### src/rtl/m68k_req_gen.sv
// -----------------------------------------------------------------------------
// m68k_req_gen
//
// Front end that turns 68040 synchronous bus transfers into requests for
// req_wb_bridge. One CPU transfer (long, word, byte or 16-byte line) becomes
// one request. Write beats are posted straight into the bridge write FIFO;
// read beats are popped from the bridge read FIFO and handed to the CPU.
// Every beat is terminated with TA, or the whole transfer with TEA.
//
// Optional feature macro: BUS_TIMEOUT_EN
//   defined   : read beats that never arrive time out after TIMEOUT_CYCLES
//               idle cycles. TEA is raised and the late words are drained
//               from the read FIFO without TA.
//   undefined : RDATA waits forever; no timeout or drain counters exist.
//
// Ports
//   clk_i, rst_i             clock (also the CPU bus clock), sync active-high reset
//   cpu_ts_n .. cpu_data_i   68040 bus inputs (TS, address, R/W, SIZ, TT, write data)
//   cpu_data_o, cpu_data_oe  read data and its drive enable
//   cpu_ta_n, cpu_tea_n      beat / error termination
//   req_*                    bridge request port (req_ready is the only input)
//   write_valid, write_data  bridge write FIFO push
//   read_valid, read_data,
//   read_ack                 bridge read FIFO pop
// -----------------------------------------------------------------------------
module m68k_req_gen #(
  parameter int TIMEOUT_CYCLES = 1024
) (
  input  logic        clk_i,
  input  logic        rst_i,
  input  logic        cpu_ts_n,
  input  logic [31:0] cpu_addr,
  input  logic        cpu_rw,
  input  logic [1:0]  cpu_siz,
  input  logic [1:0]  cpu_tt,
  input  logic [31:0] cpu_data_i,
  output logic [31:0] cpu_data_o,
  output logic        cpu_data_oe,
  output logic        cpu_ta_n,
  output logic        cpu_tea_n,
  output logic        req_valid,
  input  logic        req_ready,
  output logic [31:0] req_addr,
  output logic [2:0]  req_len,
  output logic [3:0]  req_mask,
  output logic        req_we,
  output logic        write_valid,
  output logic [31:0] write_data,
  input  logic        read_valid,
  input  logic [31:0] read_data,
  output logic        read_ack
);

  typedef enum logic [2:0] {
    S_IDLE,
    S_REQ,
    S_WDATA,
    S_RDATA,
    S_ERR
  } state_t;

  state_t      state;
  logic        rd_q;       // captured cpu_rw
  logic [2:0]  beat_cnt;   // beats still owed to the CPU

  logic [3:0]  mask_nxt;
  logic [2:0]  len_nxt;
  logic        rd_beat;    // a read beat completes this cycle
  logic        req_block;  // read request held back behind a pending drain
  logic        drain_pop;  // late word popped with no CPU termination
  logic        tmo_hit;    // read beat wait limit reached this cycle

  // ---------------------------------------------------------------------------
  // Request field decode from the bus at TS. Lanes are big-endian: mask bit 3
  // is data[31:24], i.e. the byte at address offset 0.
  // ---------------------------------------------------------------------------
  always_comb begin
    mask_nxt = 4'b1111;
    unique case (cpu_siz)
      2'b01:   mask_nxt = 4'b1000 >> cpu_addr[1:0];
      2'b10:   mask_nxt = cpu_addr[1] ? 4'b0011 : 4'b1100;
      default: mask_nxt = 4'b1111;
    endcase
  end

  assign len_nxt = (cpu_siz == 2'b11) ? 3'd4 : 3'd1;

  // ---------------------------------------------------------------------------
  // Optional read timeout and drain
  // ---------------------------------------------------------------------------
`ifdef BUS_TIMEOUT_EN
  localparam int TW = $clog2(TIMEOUT_CYCLES + 1);

  logic [TW-1:0] tmo_cnt;
  logic [3:0]    drain_cnt;

  // The drain only ever runs outside RDATA: a new read is held in REQ until
  // the drain is empty, so both can never pop the FIFO in the same cycle.
  assign req_block = rd_q && (drain_cnt != 4'd0);
  assign drain_pop = (drain_cnt != 4'd0) && read_valid && (state != S_RDATA);
  assign tmo_hit   = (state == S_RDATA) && !read_valid &&
                     (tmo_cnt == TW'(TIMEOUT_CYCLES - 1));

  always_ff @(posedge clk_i) begin
    if (rst_i) begin
      tmo_cnt   <= '0;
      drain_cnt <= '0;
    end else begin
      if ((state == S_RDATA) && !read_valid && !tmo_hit)
        tmo_cnt <= tmo_cnt + TW'(1);
      else
        tmo_cnt <= '0;

      // Words the CPU abandoned will still land in the read FIFO later.
      if (tmo_hit)
        drain_cnt <= drain_cnt + {1'b0, beat_cnt};
      else if (drain_pop)
        drain_cnt <= drain_cnt - 4'd1;
    end
  end
`else
  assign req_block = 1'b0;
  assign drain_pop = 1'b0;
  assign tmo_hit   = 1'b0;

  logic unused_cfg;
  assign unused_cfg = (TIMEOUT_CYCLES == 0);
`endif

  // ---------------------------------------------------------------------------
  // Output decode. req_valid must never rise while req_ready is low, since the
  // bridge request FIFO writes on req_valid alone.
  // ---------------------------------------------------------------------------
  assign rd_beat     = (state == S_RDATA) && read_valid;
  assign req_valid   = (state == S_REQ) && req_ready && !req_block;
  assign write_valid = (state == S_WDATA);
  assign write_data  = cpu_data_i;
  assign read_ack    = rd_beat || drain_pop;
  assign cpu_data_oe = rd_beat;
  assign cpu_data_o  = rd_beat ? read_data : 32'd0;
  assign cpu_ta_n    = !(write_valid || rd_beat);
  assign cpu_tea_n   = !((state == S_ERR) || tmo_hit);

  // ---------------------------------------------------------------------------
  // Transfer FSM. TS outside IDLE is ignored: the 68040 never starts a new
  // transfer before the current one is terminated.
  // ---------------------------------------------------------------------------
  always_ff @(posedge clk_i) begin
    if (rst_i) begin
      state    <= S_IDLE;
      beat_cnt <= '0;
      rd_q     <= 1'b0;
      req_addr <= '0;
      req_len  <= '0;
      req_mask <= '0;
      req_we   <= 1'b0;
    end else begin
      unique case (state)
        S_IDLE: begin
          if (!cpu_ts_n) begin
            // Line transfers keep addr[3:2]; the bridge does the
            // critical-word-first wrap.
            req_addr <= cpu_addr;
            req_len  <= len_nxt;
            req_mask <= mask_nxt;
            req_we   <= !cpu_rw;
            rd_q     <= cpu_rw;
            beat_cnt <= len_nxt;
            state    <= (cpu_tt != 2'b00) ? S_ERR : S_REQ;
          end
        end

        S_REQ: begin
          if (req_valid)
            state <= rd_q ? S_RDATA : S_WDATA;
        end

        // Write beats are posted one per cycle; the bridge write FIFO is
        // sized so that it can always take a full line.
        S_WDATA: begin
          beat_cnt <= beat_cnt - 3'd1;
          if (beat_cnt <= 3'd1)
            state <= S_IDLE;
        end

        S_RDATA: begin
          if (rd_beat) begin
            beat_cnt <= beat_cnt - 3'd1;
            if (beat_cnt <= 3'd1)
              state <= S_IDLE;
          end else if (tmo_hit) begin
            beat_cnt <= '0;
            state    <= S_IDLE;
          end
        end

        S_ERR:   state <= S_IDLE;
        default: state <= S_IDLE;
      endcase
    end
  end

endmodule
### config.mk
export PLATFORM = sky130hd
export DESIGN_NAME = m68k_req_gen
export DESIGN_NICKNAME = d
export VERILOG_FILES = /design/src/rtl/m68k_req_gen.sv
export SDC_FILE = /design/constraint.sdc
export NUM_CORES = 1
export LEC_CHECK = 0
export BUFFER_PORTS_ARGS = -buffer_cell sky130_fd_sc_hd__buf_2
export CAP_MARGIN = 20
export CORE_AREA = 2 2 83 85
export DETAILED_ROUTE_END_ITERATION = 8
export DIE_AREA = 0 0 85 87
export GPL_ROUTABILITY_DRIVEN = 0
export GPL_TIMING_DRIVEN = 1
export MAX_ROUTING_LAYER = met4
export PLACE_DENSITY = 0.79
export SYNTH_ARGS = -nofsm -noshare
export SYNTH_HDL_FRONTEND = slang
export SYNTH_SLANG_ARGS = --single-unit
### constraint.sdc
create_clock -name clk_i -period 3.5 [get_ports clk_i]
set_input_delay 0.35 -clock clk_i [delete_from_list [all_inputs] [get_ports clk_i]]
set_output_delay 0.35 -clock clk_i [all_outputs]
set_load 0.1 [all_outputs]
==> impl_results.md <==
* Worst Hold End: req_addr[28]
* CTS Buffer Depth at 2
* Std cell rows at 30
* Post-Synthesis Cells at 310
* Critical path peak fanout at 35
* TritonCTS Sinks at 46
* Antenna viol nets, final at 0
* Clock-pin slew on the worst setup and hold paths at 0.08 ns
* Post-synth EDFFs at 0
* Number of max-cap violations at 0
* Final number of setup-violating endpoints at 0
* Die width at 85 microns
* Inserted Clock Buffers at 5
* DRT Pass-1 Iters at 4
* Clock network power share at 0.235
* Syn Nets at 420
* Die height at 87 microns
* Max Freq at 0.346 GHz
* RSZ-0062 raised after global routing: false
* Die ar. at 7400 sq um
* Register-to-register setup slack at 1.66 ns
* Min Tclk post-route at 2.89 ns
* Worst VDD drop at 0.181 mV
* Dpl hpwl at 5.29 mm
* Power per Cell Area at 445 nW/um^2
* Origin of the critical flop-to-flop path: state[0]
* Yosys top cell area share at 0.390
* Startpoint types: register
* Routed WL at 6.79 mm
* Avg Inst Size Synth at 7.62 sq um
* Measured slew at the worst slew-check pin at 0.857 ns
* Synth warn at 0
* Worst r2r dst: req_mask[1]
* Largest net degree at the start of global routing at 47
* Number of I/O port buffers at 150
* Initial antenna violation count at 0
* Kind of critical path: register to primary output
* Layout cells sized above 1 at 0.401
* Final layout net count at 524
* Comb pwr share at 0.323
* Leak pwr at 1.55 nW
* Total grt overflow at 0
* First-pass GRT wire length at 10.0 mm
* Ant. Diodes at 0
* Power, Total at 0.00131 W
* Arr. time, crit path at 2.54 ns
* Core area at 6570 sq um
* Via count at 2,341
* Synth unique cells at 32
* CP Capture Type: primary output
* Synth area leader: dfxtp_1
* Vias in the first global route at 2,108
* Cell total after placement at 487
* Ys async rst share at 0
* Sequential share of power at 0.442
* Hold WC Path Type: input pin to register
* Worst Clk Skew at 0.00533 ns
* Area Growth Syn to Fin at 24.4%
* DR WL/cell at 13.8 microns
* Post-CTS Hold Buffers at 0
* Tcrit/Tclk final at 0.826
* Total track usage at 0.178
* Clock H-tree levels at 2
* Synth top area cells: dfxtp_1, buf_4, nand2_1
* Cell Count, Final, Fillers Out at 494
* Ports at 216
* Post-Synthesis Cell Area at 2360 sq um
* Reg2Reg Depth at 3
* Worst Hold Depth at 3
* Outcome: finished clean
* Total net switching power at 0.000525 W
* Worst path required time at 3.15 ns
* Hold Fails Final Rpt at 0
* CTS tree: yes
* Slew HR at 0.429
* Final core occ at 0.447
* PostCTS Resize Cnt at 0
* Seq cells post-synth at 46
* Max-slew violation count at 0
* Switching share of power at 0.401
* Starting density of the core at 0.360
* Worst skew pair latency at 0.29 ns
* Initial DRC count at 90
* Post-route setup TNS at 0 ns
* Int Power at 0.000782 W
* # DRC at 0
* Via/cell ratio at 4.74
* HP Start: cpu_addr[28]
* Ys flop type: dfxtp_1
* Hold_ws at 0.289 ns
* Sequential share of the synthesized area at 0.390
* Total setup buffers inserted after CTS at 0
* CTS root buffer: clkbuf_8
==> worst max-delay path by stage <==
stage / startpoint / to / slack (ns)
finish: state[1] / cpu_data_o[20] / 0.61
global route: state[1] / cpu_data_o[25] / 0.36
CTS: state[1] / cpu_data_o[20] / 0.60
detailed placement: state[1] / cpu_data_o[20] / 0.92
global placement: state[1] / cpu_data_o[20] / 1.09
floorplan: state[2] / cpu_ta_n / 0.31
==> synthesized netlist by cell type (all sizes together) (2+ instances only) <==
library cell / count
o21ai: 3
ha: 4
a21o: 2
a21oi: 43
dfxtp: 46
inv: 8
a211oi: 2
nand2b: 3
nand2: 70
or4: 2
clkbuf: 7
nor2b: 3
nor2: 19
and2: 32
nor3: 8
buf: 48
==> flip-flops by register name, indices dropped and copies added (netlist names) <==
name,cells
beat_cnt,3
rd_q,1
req_addr,32
req_len,2
req_mask,4
req_we,1
state,3
==> worst max-delay path: stages, from the launching register on <==
cell and delay [ns]:
dfxtp_1 0.51, nor2b_1 0.31, and3_1 0.77, and2_1 0.24
buf_2 0.43
==> cells in the final DEF (no fill, tap or decap) <==
cell	count
conb_1	1
clkbuf_1	1
nor3_1	7
nand3b_1	1
dfxtp_1	46
nor3_2	1
a21oi_1	42
a21o_1	2
o31ai_1	1
a211oi_1	2
a21oi_2	1
and3_1	1
nor2_1	16
nor2_2	3
a32oi_1	1
buf_2	150
and2_1	32
buf_4	2
nor4_4	1
or4_1	1
a22oi_1	1
ha_1	4
or2_2	1
nand3_1	1
inv_1	8
nor2b_1	3
o21ai_0	3
clkinvlp_4	1
mux2i_1	1
nand2_1	70
clkbuf_8	5
nand2b_1	3
or4_4	1
==> through the flow <==
| stage | setup slack [ns] | area, sq um |
|---|---|---|
| CTS | 0.598 | 2940 |
| detailed placement | 0.920 | 2860 |
| global route | 0.362 | 2940 |
| floorplan | 0.307 | 2360 |
| global placement | 1.09 | 2860 |
| finish | 0.610 | 2940 |
==> power by group through the flow <==
stage / logic [W] / registers [W] / clock network, W
after floorplan: 0.000288 / 0.000807 / 0
after global placement: 0.000421 / 0.000588 / 0
after detailed placement: 0.000426 / 0.000589 / 0
after CTS: 0.000427 / 0.000578 / 0.000322
after global routing: 0.000446 / 0.000583 / 0.000350
final: 0.000423 / 0.000577 / 0.000307
==> metal layers <==
layer	global-route usage	part of all wire	up-vias
li1	-	-	1162
met1	0.170	0.36	1046
met2	0.346	0.55	124
met3	0.0493	0.080	9
met4	0.0548	0.014	0
met5	-	0	-
==> final cells by class <==
| type | instances | area, sq um |
|---|---|---|
| clock buffer | 6 | 72.6 |
| clock inverter | 1 | 7.51 |
| fill | 673 | 3630 |
| inverter | 8 | 30.0 |
| multi-input combinational | 201 | 1040 |
| sequential | 46 | 921 |
| tap | 80 | 100 |
| timing repair buffer | 152 | 766 |
==> cell families (layout without fill, tap and decap cells) <==
family          after synthesis  in the layout  share of synthesized area
mux                           1              1                    0.00424
simple gates                142            142                      0.288
buf+inv                      63            167                      0.173
compound gates               53             53                      0.122
other cells                   1              1                    0.00159
fa+ha+maj                     4              4                     0.0212
flops                        46             46                      0.390
Note: power is estimated with default switching activity, not from simulation.
